[config.mk]
export PLATFORM = sky130hd
export DESIGN_NAME = branch_resolve_unit
export DESIGN_NICKNAME = d
export VERILOG_FILES = /design/src/rtl/branch_resolve_unit.sv
export SDC_FILE = /design/constraint.sdc
export NUM_CORES = 1
export LEC_CHECK = 0
export CORE_MARGIN = 2
export CORE_UTILIZATION = 24
export CTS_BUF_LIST = sky130_fd_sc_hd__clkbuf_4 sky130_fd_sc_hd__clkbuf_8 sky130_fd_sc_hd__clkbuf_16
export DETAILED_ROUTE_END_ITERATION = 12
export SYNTH_ARGS = -nofsm -noshare
export SYNTH_HDL_FRONTEND = slang
export SYNTH_SLANG_ARGS = --single-unit
[constraint.sdc]
create_clock -name clk_i -period 4.5 [get_ports clk_i]
set_clock_uncertainty 0.05 [all_clocks]
set_input_delay 0.45 -clock clk_i [delete_from_list [all_inputs] [get_ports clk_i]]
set_output_delay 0.45 -clock clk_i [all_outputs]
set_load 0.05 [all_outputs]
[src/rtl/branch_resolve_unit.sv]
// Branch resolve unit: carries BTB predictions IF->ID->EX, checks each one against the
// resolved outcome in EX, and drives the redirect PC, the IF/ID flush and branch statistics.
module branch_resolve_unit #(
    parameter int unsigned WIDTH = 32,
    parameter int unsigned CNT_W = 32
) (
    input  logic             clk_i,
    input  logic             rst_ni,
    input  logic             stall_i,
    input  logic [WIDTH-1:0] pc_IF_i,
    input  logic             br_sel_BTB_i,
    input  logic [WIDTH-1:0] btb_pc_i,
    input  logic [31:0]      instr_EX_i,
    input  logic [WIDTH-1:0] pc_EX_i,
    input  logic [WIDTH-1:0] alu_data_i,
    input  logic             taken_i,
    output logic [WIDTH-1:0] pc_next_o,
    output logic             flush_o,
    output logic [CNT_W-1:0] br_count_o,
    output logic [CNT_W-1:0] mispred_count_o
);

    typedef enum logic [4:0] {
        OP_BRANCH = 5'b11000,
        OP_JAL    = 5'b11011,
        OP_JALR   = 5'b11001
    } cti_op_e;

    typedef struct packed {
        logic             vld;
        logic             ptaken;
        logic [WIDTH-1:0] ptarget;
    } pred_t;

    pred_t            if_rec;
    pred_t            id_q;
    pred_t            ex_q;
    logic [4:0]       op_ex;
    logic             is_cti;
    logic             dir_wrong;
    logic             tgt_wrong;
    logic             mispredict;
    logic [WIDTH-1:0] pc_if_seq;
    logic [WIDTH-1:0] pc_ex_seq;
    logic             unused_instr_bits;

    // Only the major opcode matters for classifying a control transfer.
    assign op_ex             = instr_EX_i[6:2];
    assign unused_instr_bits = ^{instr_EX_i[31:7], instr_EX_i[1:0]};

    assign is_cti = (op_ex == OP_BRANCH) || (op_ex == OP_JAL) || (op_ex == OP_JALR);

    assign if_rec    = '{vld: 1'b1, ptaken: br_sel_BTB_i, ptarget: btb_pc_i};
    assign pc_if_seq = pc_IF_i + WIDTH'(4);
    assign pc_ex_seq = pc_EX_i + WIDTH'(4);

    // A non-CTI carrying a taken prediction is a BTB tag alias: its real path is pc+4.
    always_comb begin
        // NOTE: every always_comb output gets a default first so no path can infer a latch.
        mispredict = 1'b0;
        dir_wrong  = ex_q.ptaken != taken_i;
        tgt_wrong  = taken_i && (ex_q.ptarget != alu_data_i);
        if (rst_ni && ex_q.vld) begin
            mispredict = is_cti ? (dir_wrong || tgt_wrong) : ex_q.ptaken;
        end
    end

    assign flush_o = mispredict;

    always_comb begin
        pc_next_o = pc_if_seq;
        if (!rst_ni) begin
            pc_next_o = '0;
        end else if (mispredict && taken_i && is_cti) begin
            pc_next_o = alu_data_i;
        end else if (mispredict) begin
            pc_next_o = pc_ex_seq;
        end else if (br_sel_BTB_i) begin
            pc_next_o = btb_pc_i;
        end
    end

    // Flush outranks stall: the killed ID/EX slots must not survive a held pipeline.
    always_ff @(posedge clk_i or negedge rst_ni) begin
        if (!rst_ni) begin
            // NOTE: sequential state uses non-blocking assignments so every flop samples
            // pre-edge values regardless of statement order.
            id_q <= '0;
            ex_q <= '0;
        end else if (flush_o) begin
            id_q.vld <= 1'b0;
            ex_q.vld <= 1'b0;
        end else if (stall_i) begin
            ex_q.vld <= 1'b0;
        end else begin
            id_q <= if_rec;
            ex_q <= id_q;
        end
    end

    always_ff @(posedge clk_i or negedge rst_ni) begin
        if (!rst_ni) begin
            br_count_o      <= '0;
            mispred_count_o <= '0;
        end else begin
            if (ex_q.vld && is_cti && (br_count_o != {CNT_W{1'b1}})) begin
                br_count_o <= br_count_o + CNT_W'(1);
            end
            if (mispredict && (mispred_count_o != {CNT_W{1'b1}})) begin
                mispred_count_o <= mispred_count_o + CNT_W'(1);
            end
        end
    end

endmodule

=== After elaboration in Yosys (flattened, before gate mapping) ===
Index checks and enable logic that the tools add are counted.

* Eq/ne operators: 8
* $add $sub $neg: 4
* Muxes and demuxes: 10
* Reduce and logical (&&, ||, !) cells: 11
* Bitwise logic cells: 2

{| class="wikitable"
|+ Operator list
! kind !! number
|-
| $mux 32 || 4
|-
| $add 32x1->32 const B || 2
|-
| $add 32x3->32 const B || 2
|-
| $ne 32x32->1 const B || 2
|-
| $mux 34 || 1
|-
| $ne 32x32->1 || 1
|-
| $eq 5x5->1 const B || 3
|-
| $logic_and 1x1->1 || 7
|-
| $mux 1 || 5
|-
| $logic_or 1x1->1 || 3
|-
| $ne 2x1->1 const B || 1
|-
| $not 1->1 || 2
|-
| $reduce_and 2->1 || 1
|-
| $ne 1x1->1 || 1
|}

* Output and inout port bits: 97
* Input bits: 165
* Word-level logic and storage cells: 43
* Register bits after elaboration: 132

=== Logic depth before layout (Yosys ltp) ===
Gate-level depths: netlist (run 1).

* Depth in word-level cells: 9
* Depth in mapped cells: 11
* Gate-level depth less buffers: 8

=== Least setup slack after synthesis (run 1) ===
OpenSTA, ideal clock, no wires.

* Path kind: input to output
* Start point: input port alu_data_i[27]
* End point: output port pc_next_o[10]
* Slack: 0.564 ns
* Stages: 9
* Data arrival time: 3.436 ns
* Buffers on the path: 2
* Path through: xor2_1 > nor4_2 > nand4_1 > or4_1 > buf_4 > nand2_8 > inv_4 > clkbuf_1 > o21ai_0

* Longest elaborated chain between the ends: 9
* Elaborated cells between the ends (all ways): 10
* Classes of those cells: eq/ne (1); mux (5); reduce/logical (4)

{| class="wikitable"
|+ Ends and longest elaborated chain
! item !! RTL line !! RTL
|-
| start: declaration || 15 || <nowiki>input logic [WIDTH-1:0] alu_data_i,</nowiki>
|-
| $ne 32x32->1 * || 62 || <nowiki>tgt_wrong = taken_i && (ex_q.ptarget != alu_data_i);</nowiki>
|-
| $logic_and 1x1->1 * || 62 ||
|-
| $logic_or 1x1->1 * || 64 || <nowiki>mispredict = is_cti ? (dir_wrong || tgt_wrong) : ex_q.ptaken;</nowiki>
|-
| $mux 1 * || 64 ||
|-
| $mux 1 * || 63 || <nowiki>if (rst_ni && ex_q.vld) begin</nowiki>
|-
| via flush_o || 18 || <nowiki>output logic flush_o,</nowiki>
|-
| $logic_and 1x1->1 (2 in series) || 74 || <nowiki>end else if (mispredict && taken_i && is_cti) begin</nowiki>
|-
| $mux 32 * || 74 ||
|-
| $mux 32 * || 72 || <nowiki>if (!rst_ni) begin</nowiki>
|-
| end: declaration || 17 || <nowiki>output logic [WIDTH-1:0] pc_next_o,</nowiki>
|}

Mark *: on every way through the listed nets, which the timed path passes. The rest lies on a longest branch.

=== Worst setup path after layout (run 1) ===
* Start point: input port alu_data_i[25]
* End point: output port pc_next_o[10]

* Longest elaborated chain between the ends: 9
* Elaborated cells between the ends (all ways): 10
* Classes of those cells: eq/ne (1); mux (5); reduce/logical (4)

{| class="wikitable"
|+ Ends and longest elaborated chain
! item !! RTL line
|-
| $ne 32x32->1 * || 62
|-
| $logic_and 1x1->1 * || 62
|-
| $logic_or 1x1->1 * || 64
|-
| $mux 1 * || 64
|-
| $mux 1 * || 63
|-
| $logic_and 1x1->1 (2 in series) || 74
|-
| $mux 32 * || 74
|-
| $mux 32 * || 72
|}

Every way passes the cells marked *; elsewhere a longest branch is shown, timed or not.

==> results of run 1 <==
[cell usage in the layout (no fill, tap or decap), types with 28 or more instances in the layout]
master and n:
buf_4 28, clkdlybuf4s50_1 199, dfrtp_1 132, mux2_2 30
mux2_4 40, nand2_1 99, nand3_1 71, nand4_1 31
nor2_1 45, o21ai_0 44, xnor2_1 65, xor2_1 83
[worst register-to-register path, stage by stage, from the launching register on]
cell     delay [ns]
dfrtp_1        0.39
xor2_1         0.18
nor4_2         0.39
nand4_1        0.16
or4_1          0.78
nand2_8        0.30
inv_4          0.20
nor2_8         0.40
buf_12         0.29
mux2_2         0.37
[where the power goes]
| part | total (mW) | leakage, nW | internal [mW] | switching (mW) |
|---|---|---|---|---|
| clock | 1.52 | 0.301 | 0.956 | 0.569 |
| sequential | 1.47 | 1.65 | 1.34 | 0.124 |
| combinational | 1.22 | 2.97 | 0.560 | 0.661 |
[metrics by stage]
stage          hold slack (ns)  std cells  utilization, %
6_report                0.4330       1559           35.00
3_5_place_dp            0.4149       1525           33.11
3_3_place_gp            0.4045       1525           33.11
2_1_floorplan           0.1044        852               -
4_1_cts                 0.4398       1557           34.98
5_1_grt                 0.4629       1557           34.98
[sequential cells by signal, indices dropped and copies added (netlist names)]
register and cells:
ex_q 34, id_q 34, br_count_o 32, mispred_count_o 32
[metal layers]
metal | wire (µm) | vias up | GRT usage [%]
met3 | 1593 | 22 | 3.791
met5 | 0 | - | 0
li1 | - | 3506 | -
met1 | 13630 | 3537 | 22.01
met4 | 300 | 0 | 3.548
met2 | 13640 | 238 | 26.74
[what timing repair did]
| action | CTS | global route |
|---|---|---|
| hold buffers | 1 | 0 |
| endpoints found under the hold margin | 34 | 0 |
| resized for setup | 0 | 0 |
[cells by family (layout without fill, tap and decap cells)]
kind of cell	after synthesis	after routing	synth area share, %
and+or+nand+nor	355	355	22.13
xor gates and xnor gates	148	148	15.56
DFF	132	132	39.66
AOI/OAI and AO/OA	87	87	6.505
muxes	77	77	12.11
buffers and inverters	49	299	3.425
adders and majority gates	4	4	0.6010
other	0	2	0
[worst min path at each step]
stage,start,to,slack (ns)
finish,br_count_o[14],br_count_o[14],0.43
global route,id_q[9],id_q[9],0.46
CTS,br_count_o[14],br_count_o[14],0.44
detailed placement,rst_ni,ex_q[7],0.41
global placement,rst_ni,id_q[9],0.40
floorplan,rst_ni,br_count_o[0],0.10
[area by class of cell]
class                           count  area (µm²)
Antenna cell                        2       5.005
Clock inverter                     12       178.9
Clock buffer                       19       452.9
Tap cell                          455       569.3
Fill cell                        3517       22340
Inverter                           13       51.30
Sequential cell                   132        3303
Timing Repair Buffer              255        2729
Multi-Input combinational cell    671        4740
==> flow_metrics.tcl, run 1 <==
set metrics [dict create \
    dp_hpwl_um 22770 \
    cap_violations 0 \
    critPathKind "input pin to output port" \
    io_pins 262 \
    netlist_area_mm2 0.008328 \
    ys_top_cells_by_area "dfrtp_1 40%, xor2_1 8.7%, mux2_4 7.2%, xnor2_1 6.8%, nand2_1 4.5%" \
    start_kind "input pin" \
    drive_gt1_share_pct 15.70 \
    start_util_pct 24.23 \
    grt_overflow 0 \
    drcViolationCount 0 \
    cts_root_buffer "clkbuf_16" \
    syn-num-nets 1021 \
    yosysMostFrequentCell "dfrtp_1" \
    rr_worst_depth 9 \
    netlist-cell-type-count 47 \
    critical_path_cell_count 9 \
    fmax_mhz 247.0 \
    arrival_ns 3.55 \
    initialDrtViolationCount 354 \
    clk_pin_slew_ns 0.06 \
    required_ns 4.00 \
    postLayoutCellArea_mm2 0.01203 \
    numCtsBuffers 17 \
    nets 1259 \
    hold_depth 1 \
    place_area_mm2 0.01138 \
    hold_path.class "flip-flop to flip-flop" \
    wire_per_inst_um 18.71 \
    worstReg2RegStart "ex_q[27]" \
    synth_enable_flop_cells 0 \
    cp_num_buf_inv 3 \
    syn_inst 852 \
    finalSetupTns_ns 0 \
    status "complete, no violations" \
    rows 68 \
    synthToLayoutAreaGrowth_pct 44.44 \
    syn_avg_cell_area_um2 9.775 \
    drv_slew 0 \
    slew_headroom_pct 21.71 \
    async_flop_share_pct 100.0 \
    antenna_left 0 \
    grt_max_degree 63 \
    crit_family "simple AND/OR/NAND/NOR gates" \
    period_share_pct 89.98 \
    leakage_nw 4.921 \
    finalHoldViolations 0 \
    setup.worst_path.end "pc_next_o[10]" \
    yosys_warnings 0 \
    power_density_mw_per_mm2 350.1 \
    cts_tree "done" \
    power_mw 4.212 \
    grt_pass1_wl_um 44420 \
    clockBufferDepth 2 \
    drt-pass1-iter-count 4 \
    cpMaxStageDelayCell "or4_1" \
    synth_area_leader_cell "dfrtp_1" \
    clkSinkCount 132 \
    rsz0062_at_grt "no" \
    ys_ff_latch 132 \
    worstReg2RegEnd "ex_q[24]" \
    num_vias 7303 \
    worst_pin_slew_ns 1.174 \
    htreeDepth 4 \
    dpl_worst_slack_ns 0.3101 \
    setup_viol 0 \
    antenna_found_initial 2 \
    die_area_mm2 0.03621 \
    ir_drop_mv 0.3096 \
    fin_crit_ns 4.049 \
    worstPathMaxFanout 27 \
    crit_chain "clkdlybuf4s50_1 > xor2_1 > nor4_2 > nand4_1 > or4_1 > nand2_8 > inv_4 > o21ai_0 > buf_12" \
    r2r_slack_ns 0.86 \
    gp_congestion 0.8740 \
    setup_slack_ns 0.4509 \
    grt_pass1_vias 7369 \
    viasPerCell 4.684 \
    post_cts_buffers 0 \
    port_buffers 234 \
    crit_path_end_kind "output port" \
    grt_use_total_pct 16.38 \
    die_h_um 190.3 \
    clock_latency_ns 0.42 \
    synth_top_flop_cell "dfrtp_1" \
    crit_start "alu_data_i[25]" \
    synth-seq-area-share_pct 39.66 \
    wirelength_um 29160 \
    synth_common_cells "132 x dfrtp_1, 99 x nand2_1, 83 x xor2_1" \
    max_stage_delay_ns 0.78 \
    synth_top_cell_area_share_pct 39.66 \
    die_w_um 190.3 \
    core_mm2 0.03437 \
]
(Power assumes the default switching activity.)
==> inputs of run 2 (changes only) <==
- CTS_CLUSTER_SIZE: not set -> 20
==> results of run 2 <==
Same layout as run 1: the final DEF is identical, and so are final timing and power.
==> inputs of run 3 (changes only) <==
- CAP_MARGIN: not set -> 20
- MAX_ROUTING_LAYER: not set -> met4
- clock period: 4.5 -> 4.11 ns (I/O delays scaled with it)
==> run 3 against run 2 <==
  * First-iteration DRC count up 0.28%
  * Routed wire length down 0.33%
  * Core utilization up 0.087 points
  * Combinational power up 11%
  * Critical endpoint unchanged
  * Flip-flop and latch count unchanged
==> flow_metrics.tcl, run 3 (synthesis gave the netlist of run 1 again) <==
set metrics [dict create \
    numCtsBuffers 17 \
    clockBufferDepth 2 \
    grt_max_degree 90 \
    start_util_pct 24.23 \
    finalSetupTns_ns 0 \
    cap_violations 0 \
    rsz0062_at_grt "no" \
    fmax_mhz 254.2 \
    viasPerCell 4.699 \
    setup_viol 0 \
    cts_tree "done" \
    reg_top3 "ex_q (34), id_q (34)" \
    leakage_nw 4.940 \
    port_buffers 234 \
    wirelength_um 29070 \
    clkSinkCount 132 \
    dp_hpwl_um 22860 \
    power_density_mw_per_mm2 372.7 \
    grt_overflow 0 \
    antenna_left 0 \
    cts_root_buffer "clkbuf_16" \
    layout.cells.most_common "clkdlybuf4s50_1" \
    die_area_mm2 0.03621 \
    initialDrtViolationCount 355 \
    start_kind "input pin" \
    drive_gt1_share_pct 16.23 \
    post-place-cells 1532 \
    io_pins 262 \
    drcViolationCount 0 \
    grt_use_total_pct 16.69 \
    htreeDepth 4 \
    ir_drop_mv 0.2911 \
    clk_pin_slew_ns 0.06 \
    period_share_pct 95.73 \
    arrival_ns 3.47 \
    critPathKind "input pin to output port" \
    worst_pin_slew_ns 1.009 \
    slew_headroom_pct 32.73 \
    grt_pass1_vias 7266 \
    gp_congestion 0.8607 \
    required_ns 3.65 \
    rows 68 \
    drv_slew 0 \
    status "complete, no violations" \
    wire_per_inst_um 18.56 \
    post_cts_buffers 0 \
    clock_latency_ns 0.42 \
    die_w_um 190.3 \
    r2r_slack_ns 0.70 \
    synthToLayoutAreaGrowth_pct 44.80 \
    final_cell_mix "199 x clkdlybuf4s50_1, 132 x dfrtp_1, 99 x nand2_1" \
    core_mm2 0.03437 \
    die_h_um 190.3 \
    num_vias 7359 \
    hold_path.class "input pin to async pin" \
    drt-pass1-iter-count 4 \
    post-route-util_pct 35.08 \
    antenna_found_initial 2 \
    crit_path_end_kind "output port" \
    finalHoldViolations 0 \
    nets 1266 \
    instances_no_fill 1566 \
    fin_crit_ns 3.934 \
    grt_pass1_wl_um 43920 \
    worstPathMaxFanout 36 \
]
-- run 3: worst paths after layout --
check / depth (start not counted) / to / start
worst min register to register: 1 / br_count_o[8] / br_count_o[8]
worst min-delay path: 2 / br_count_o[20] / rst_ni
max in group asynchronous: 3 / ex_q[1] / rst_ni
worst max register to register: 9 / ex_q[9] / ex_q[1]
worst max-delay path: 9 / pc_next_o[10] / alu_data_i[4]
min in group clk_i: 1 / br_count_o[8] / br_count_o[8]
-- run 3: cell type report --
class | count | area [µm²]
Clock buffer | 19 | 452.9
Tap cell | 455 | 569.3
Timing Repair Buffer | 262 | 2806
Inverter | 13 | 51.30
Clock inverter | 12 | 131.4
Multi-Input combinational cell | 671 | 4740
Sequential cell | 132 | 3303
Antenna cell | 2 | 5.005
Fill cell | 3511 | 22310
-- run 3: power breakdown --
part	internal, mW	switching, mW	total (mW)	leakage [nW]
registers	1.47	0.137	1.61	1.65
clock network	0.922	0.617	1.54	0.277
logic	0.623	0.726	1.35	3.01
-- run 3: what timing repair did --
action,in CTS,in global routing
resized for setup,0,0
hold buffers,1,0
setup endpoints to repair,0,0
hold endpoints to repair,4,0
-- run 3: per-stage QoR --
stage / hold slack, ns / setup WS, ns / cell area [µm²] / total power, mW
floorplan: 0.06541 / 0.2516 / 8328 / 2.377
global placement: 0.1660 / 0.1962 / 11460 / 2.973
detailed placement: 0.1648 / 0.1680 / 11460 / 2.987
CTS: 0.2817 / 0.1502 / 12050 / 4.554
global route: 0.2773 / 0.03282 / 12060 / 4.712
finish: 0.2994 / 0.1757 / 12060 / 4.494
-- run 3: critical path, stage by stage --
cell	delay [ns]
clkdlybuf4s50_1	0.48
xor2_1	0.21
nor4_1	0.35
nand4_1	0.17
or4_1	0.72
nand2_8	0.32
inv_4	0.20
o21ai_0	0.41
buf_12	0.19
-- run 3: metal layers --
layer | GRT usage (%) | part of all wire, %
met1 | 22.24 | 47
met2 | 26.07 | 46
met3 | 3.386 | 5.5
met4 | 3.787 | 1.3
met5 | - | 0
